$ cat src/rtl/booth_div_if.sv
// booth_div_if: divider handshake bundle (start/dvd/dvs in; quot/rem/busy/done/ovf/dz out); master drives operands, slave is the divider
interface booth_div_if #(parameter int N = 4);
  logic             start;
  logic [2*N-1:0]   dvd;
  logic [N-1:0]     dvs;
  logic [N-1:0]     quot;
  logic [N-1:0]     rem;
  logic             busy;
  logic             done;
  logic             ovf;
  logic             dz;
  modport master(output start, dvd, dvs, input quot, rem, busy, done, ovf, dz);
  modport slave(input start, dvd, dvs, output quot, rem, busy, done, ovf, dz);
endinterface

$ cat src/rtl/booth_div.sv
// booth_div: signed 2N/N restoring divider (clk, async active-high rst, bus: start/dvd/dvs in, quot/rem/busy/done/ovf/dz out)
module booth_div #(parameter int N = 4) (
  input logic         clk,
  input logic         rst,
  booth_div_if.slave  bus
);
  localparam int CW = $clog2(N);
  localparam logic [1:0] IDLE = 2'd0, CALC = 2'd1, FIX = 2'd2;
  logic [1:0]     state;
  logic [CW-1:0]  cnt;
  logic [N:0]     pr;
  logic [N-1:0]   lo, mdvs, mdvs_in, qs, rs;
  logic [2*N-1:0] mdvd;
  logic [N:0]     sh;
  logic           ge, sign_q, sign_r, zero, big, range_bad, ok;
  always_comb begin
    mdvd      = bus.dvd[2*N-1] ? -bus.dvd : bus.dvd;
    mdvs_in   = bus.dvs[N-1] ? -bus.dvs : bus.dvs;
    sh        = {pr[N-1:0], lo[N-1]};
    ge        = sh >= {1'b0, mdvs};
    qs        = sign_q ? -lo : lo;
    rs        = sign_r ? -pr[N-1:0] : pr[N-1:0];
    // magnitude quotient may reach 2^(N-1) only when the result is negative
    range_bad = lo[N-1] && !(sign_q && lo[N-2:0] == '0);
    ok        = !zero && !big && !range_bad;
  end
  always_ff @(posedge clk or posedge rst) begin
    if (rst) begin
      state    <= IDLE;
      cnt      <= '0;
      pr       <= '0;
      lo       <= '0;
      mdvs     <= '0;
      sign_q   <= 1'b0;
      sign_r   <= 1'b0;
      zero     <= 1'b0;
      big      <= 1'b0;
      bus.quot <= '0;
      bus.rem  <= '0;
      bus.busy <= 1'b0;
      bus.done <= 1'b0;
      bus.ovf  <= 1'b0;
      bus.dz   <= 1'b0;
    end else begin
      bus.done <= 1'b0;
      case (state)
        IDLE: if (bus.start) begin
          sign_q   <= bus.dvd[2*N-1] ^ bus.dvs[N-1];
          sign_r   <= bus.dvd[2*N-1];
          mdvs     <= mdvs_in;
          pr       <= {1'b0, mdvd[2*N-1:N]};
          lo       <= mdvd[N-1:0];
          zero     <= bus.dvs == '0;
          // high half >= divisor means the quotient needs more than N bits
          big      <= mdvd[2*N-1:N] >= mdvs_in;
          cnt      <= '0;
          bus.busy <= 1'b1;
          state    <= CALC;
        end
        CALC: begin
          pr    <= ge ? sh - {1'b0, mdvs} : sh;
          lo    <= {lo[N-2:0], ge};
          cnt   <= cnt + 1'b1;
          state <= cnt == CW'(N-1) ? FIX : CALC;
        end
        FIX: begin
          bus.dz   <= zero;
          bus.ovf  <= !zero && (big || range_bad);
          bus.quot <= ok ? qs : '0;
          bus.rem  <= ok ? rs : '0;
          bus.done <= 1'b1;
          bus.busy <= 1'b0;
          state    <= IDLE;
        end
        default: state <= IDLE;
      endcase
    end
  end
endmodule

$ cat src/flat_wrapper.sv
// flat-port wrapper written by rule: the top's interface ports become plain ports
module booth_div_flat 
#(parameter int N = 4)
  (clk, rst, bus_start, bus_dvd, bus_dvs, bus_quot, bus_rem, bus_busy, bus_done, bus_ovf, bus_dz);
  booth_div_if #(.N(N)) bus_i ();
  input logic clk;
  input logic rst;
  input wire logic [$bits(bus_i.start)-1:0] bus_start;
  input wire logic [$bits(bus_i.dvd)-1:0] bus_dvd;
  input wire logic [$bits(bus_i.dvs)-1:0] bus_dvs;
  output wire logic [$bits(bus_i.quot)-1:0] bus_quot;
  output wire logic [$bits(bus_i.rem)-1:0] bus_rem;
  output wire logic [$bits(bus_i.busy)-1:0] bus_busy;
  output wire logic [$bits(bus_i.done)-1:0] bus_done;
  output wire logic [$bits(bus_i.ovf)-1:0] bus_ovf;
  output wire logic [$bits(bus_i.dz)-1:0] bus_dz;
  assign bus_i.start = bus_start;
  assign bus_i.dvd = bus_dvd;
  assign bus_i.dvs = bus_dvs;
  assign bus_quot = bus_i.quot;
  assign bus_rem = bus_i.rem;
  assign bus_busy = bus_i.busy;
  assign bus_done = bus_i.done;
  assign bus_ovf = bus_i.ovf;
  assign bus_dz = bus_i.dz;
  booth_div #(.N(N)) u_core (.clk(clk), .rst(rst), .bus(bus_i));
endmodule
$ cat config.mk
export PLATFORM = sky130hd
export DESIGN_NAME = booth_div_flat
export DESIGN_NICKNAME = d
export VERILOG_FILES = /design/src/rtl/booth_div_if.sv /design/src/rtl/booth_div.sv /design/src/flat_wrapper.sv
export SDC_FILE = /design/constraint.sdc
export NUM_CORES = 1
export LEC_CHECK = 0
export CAP_MARGIN = 0
export CELL_PAD_IN_SITES_DETAIL_PLACEMENT = 1
export CELL_PAD_IN_SITES_GLOBAL_PLACEMENT = 1
export CORE_MARGIN = 1.5
export CORE_UTILIZATION = 38
export DETAILED_ROUTE_END_ITERATION = 10
export GPL_ROUTABILITY_DRIVEN = 0
export PLACE_DENSITY = 0.83
export SKIP_CTS_REPAIR_TIMING = 1
export SLEW_MARGIN = 20
export SYNTH_ARGS = -nofsm -noshare
export SYNTH_HDL_FRONTEND = slang
export SYNTH_SLANG_ARGS = --single-unit
$ cat constraint.sdc
create_clock -name clk -period 2.02 [get_ports clk]
set_clock_uncertainty 0.1 [all_clocks]
set_input_delay 0.404 -clock clk [delete_from_list [all_inputs] [get_ports clk]]
set_output_delay 0.404 -clock clk [all_outputs]
set_load 0.01 [all_outputs]
# Word-level counts from Yosys, hierarchy flattened
# Index checks and enable logic that the tools add are counted.
# W data, S select, Z words.
[totals]
word_cells = 65
inputBits = 15
register_bits = 32
[op_classes]
n_addsub = 6
n_bitwise = 1
reduce_logical = 18
eq_ne = 4
order_cmp = 2
muxes = 19
[op_table]
columns = ["operator", "n"]
rows = [
  ["$mux W4", 8],
  ["$pmux W4 S2", 2],
  ["$neg A4 Y4", 3],
  ["$mux W8", 1],
  ["$neg A8 Y8", 1],
  ["$pmux W2 S2", 2],
  ["$mux W2", 3],
  ["$reduce_and A2 Y1", 3],
  ["$ge A5 B4 Y1", 1],
  ["$logic_and A1 B1 Y1", 5],
  ["$eq A2 B2 Y1 const B", 2],
  ["$ge A4 B4 Y1", 1],
  ["$logic_not A1 Y1", 4],
  ["$logic_not A4 Y1", 1],
  ["$reduce_bool A2 Y1", 2],
  ["$sub A4 B4 Y4", 1],
  ["$logic_not A3 Y1", 1],
  ["$add A2 B1 Y2 const B", 1],
  ["$eq A2 B1 Y1 const B", 1],
  ["$logic_not A2 Y1", 1],
  ["$mux W1", 2],
  ["$ne A2 B2 Y1 const B", 1],
  ["$pmux W1 S2", 1],
  ["$logic_or A1 B1 Y1", 1],
  ["$xor A1 B1 Y1", 1],
]

# Logic depth before layout (Yosys ltp)
[logic_depth]
ltp_word = 7
mapped_depth = 9
depth_no_buf = 9

# Worst setup path after synthesis
# No wires, ideal clock.
[synth_path]
kind = "input-to-reg"
from = "input port bus_dvd[1]"
to = "register u_core.big"
required_ps = 1792
arrival_time_ps = 1973
cell_stages = 9
setup_time_ps = 128
setup_slack_ps = -181
path_cell_list = "inv_1 ha_1 or3b_1 a221oi_2 ha_1 nand2b_1 a21o_1 a21oi_1 o21ai_0"
[synth_between]
elab_chain_len = 3
[synth_rtl]
columns = ["element", "line", "text"]
rows = [
  ["start, declared", "flat_wrapper.sv:9", "input wire logic [$bits(bus_i.dvd)-1:0] bus_dvd;"],
  ["$neg A8 Y8", "booth_div.sv:17", "mdvd = bus.dvd[2*N-1] ? -bus.dvd : bus.dvd;"],
  ["$mux W8", "booth_div.sv:17", ""],
  ["$ge A4 B4 Y1", "booth_div.sv:55", "big <= mdvd[2*N-1:N] >= mdvs_in;"],
  ["end signal, assigned", "booth_div.sv:55", ""],
  ["end, declared", "booth_div.sv:15", "logic ge, sign_q, sign_r, zero, big, range_bad, ok;"],
]
# No other way between the ends.
# A chain may end at the register's enable or synchronous reset.

# Final worst setup path
# Same ends and word-level chain as after synthesis.

==> results.tsv <==
metric	value	unit
synth_edf_count	0	
cts_tree	built	
postRouteAntennaNets	0	
grt_overflow	0	
worst_pin_slew	432	ps
yosys_warnings	0	
synthArstFlopShare	100	%
irDropWorstVdd	0.450	mV
syn_area	2020	um^2
final.period_utilization	108	%
wirelength	5800	um
r2r_start	u_core.pr[2]	
pwr-share-clk	13.0	%
whs	381	ps
regToRegEndpoint	u_core.pr[2]	
fmaxAchievable	457	MHz
clockRootBuffer	clkbuf_8	
hp-start	u_core.bus.quot[3]	
drive_above_1_share	27.4	%
leakagePower	1.35	nW
synth_area_leaders	dfrtp_1 40%, ha_1 8.7%, o21ai_0 5.4%	
wl_per_cell	16.2	um
r2r_cells	6	
grt_setup_unrepaired	yes	
p_seq_share	29.0	%
postSynthCellCount	219	
synth_nets	249	
core	5110	um^2
max-slew-margin-rel	70.9	%
final.setup.tns	-179	ps
critPathRequiredTime	2090	ps
internal_power	0.00247	W
cts.clk_slew.worst_paths	60	ps
start_kind	input port	
antenna_found_initial	0	
clk_path_buf_depth	2	
num_rows	26	
antenna_cells	0	
finalInstanceArea	2890	um^2
synth_ff_type	dfrtp_1	
layout_commonest_cell	buf_4	
firstDrtPassIters	4	
status	finished with violations	
drtIter0Drc	84	
finalSetupViolCount	2	
r2r_setup_slack	0	ps
die_h	75.9	um
die_w	75.9	um
drt-met1-wl	2490	um
numCtsBuffers	5	
wl_met3	213	um
grt_max_degree	33	
power_density	1430	nW/um^2
period_needed	2190	ps
cts-htree-levels	2	
insertion_delay	290	ps
hold_violations	0	
worst_slack	-166	ps
clock_sinks	32	
die-area	5770	um^2
io_pins	27	
vias_per_cell	5.27	
place.port_buffers	26	
met2_length	3010	um
hold_path.class	reg -> reg	
worstPathMaxFanout	4	
layout.nets	318	
violations	negative setup slack	
top_layer_used	met4	
synth.distinct_cells	46	
drv_cap	0	
min_path_cells	2	
area_growth	42.9	%
yosysTopAreaCell	dfrtp_1	
grt_use_total	20.1	%
dpl_cell_area	2660	um^2
vias	1886	
critPathKind	in -> reg	
worstSetupEndpointType	flop	
cp.arrival	2250	ps
start_util	39.6	%
dp_hpwl	4360	um
slew_violations	0	
synth.yosys.seq_area_share	39.6	%
drc_errors	0	
syn_area_per_cell	9.23	um^2
min_to	u_core.bus.quot[3]	
synth_top_area_share	39.6	%
netSwitchingFraction	40.1	%
synth-seq-cells	32	
finalPower	0.00413	W
power_frac_comb	58.0	%
grt_pass1_vias	1983	
switchingPower	0.00166	W
layout_common_cells	44 x buf_4, 32 x dfrtp_1, 27 x nand2_1	
grt_pass1_wl	9180	um
[flip-flops by register name, summed over array words and instances (netlist names), 2 cells and up]
register / flops
u_core.bus.quot: 4
u_core.bus.rem: 4
u_core.cnt: 2
u_core.lo: 4
u_core.mdvs: 4
u_core.pr: 4
u_core.state: 2
[per-stage QoR]
stage               cells  worst slack (ps)  util [%]
finish                358              -166      56.6
global route          358              -249      56.6
CTS                   352              -542      53.9
detailed placement    345              -837      52.0
global placement      345              -729      52.0
floorplan             219             -50.6         -
[worst max-delay path, cell delays in order]
cell	delay [ps]
buf_6	90
buf_6	120
inv_12	50
ha_4	120
or3b_4	390
a221oi_4	280
ha_1	270
nand2b_4	130
a21o_1	180
a21oi_2	130
o21ai_1	70
[power groups by stage]
stage	combinational, W	sequential [W]	clock (W)
6_report	0.00239	0.00120	0.000536
4_1_cts	0.00211	0.00118	0.000548
5_1_grt	0.00263	0.00124	0.000584
3_5_place_dp	0.00210	0.00119	0
3_3_place_gp	0.00198	0.00116	0
2_1_floorplan	0.00122	0.00116	0
[how the worst max path moves through the flow]
stage,depth (start not counted),from,end,slack [ps]
5_1_grt,11,bus_dvd[1],u_core.big,-250
6_report,11,bus_dvd[1],u_core.big,-170
3_5_place_dp,10,bus_dvd[0],u_core.big,-840
2_1_floorplan,9,bus_dvd[1],u_core.big,-50
4_1_cts,10,bus_dvd[0],u_core.big,-540
3_3_place_gp,10,bus_dvd[0],u_core.big,-730
[layout make-up]
| class | instances | area [um^2] |
|---|---|---|
| clock buffer | 7 | 96.3 |
| fill | 601 | 2220 |
| timing repair buffer | 71 | 603 |
| multi-input combinational | 161 | 1220 |
| sequential | 32 | 801 |
| inverter | 17 | 78.8 |
| tap | 70 | 87.6 |
[cells by family after synthesis]
family	count (synthesis)	share of synthesized area, %
AOI/OAI and AO/OA	55	19.1
xor gates and xnor gates	10	4.33
adders and majority gates	15	9.65
buffers and inverters	26	4.89
DFF	32	39.6
muxes	6	3.03
and+or+nand+nor	75	19.4
[per-layer routing]
layer / track usage, % / up-vias
li1: - / 905
met1: 23.9 / 933
met2: 36.1 / 39
met3: 4.10 / 9
met4: 6.85 / 0
met5: 0 / -
[synthesized netlist by cell type (all sizes together) (3+ instances only)]
master and count:
dfrtp 32, nand2 27, o21ai 22, inv 17
ha 14, nor2 12, a21oi 8, clkbuf 8
nor2b 7, xnor2 6, mux2i 5, nand2b 5
a22oi 4, nand3 4, o31ai 4, xor2 4
nor3b 3, nor4 3, or2 3
Power figures use the tool's default switching activity.
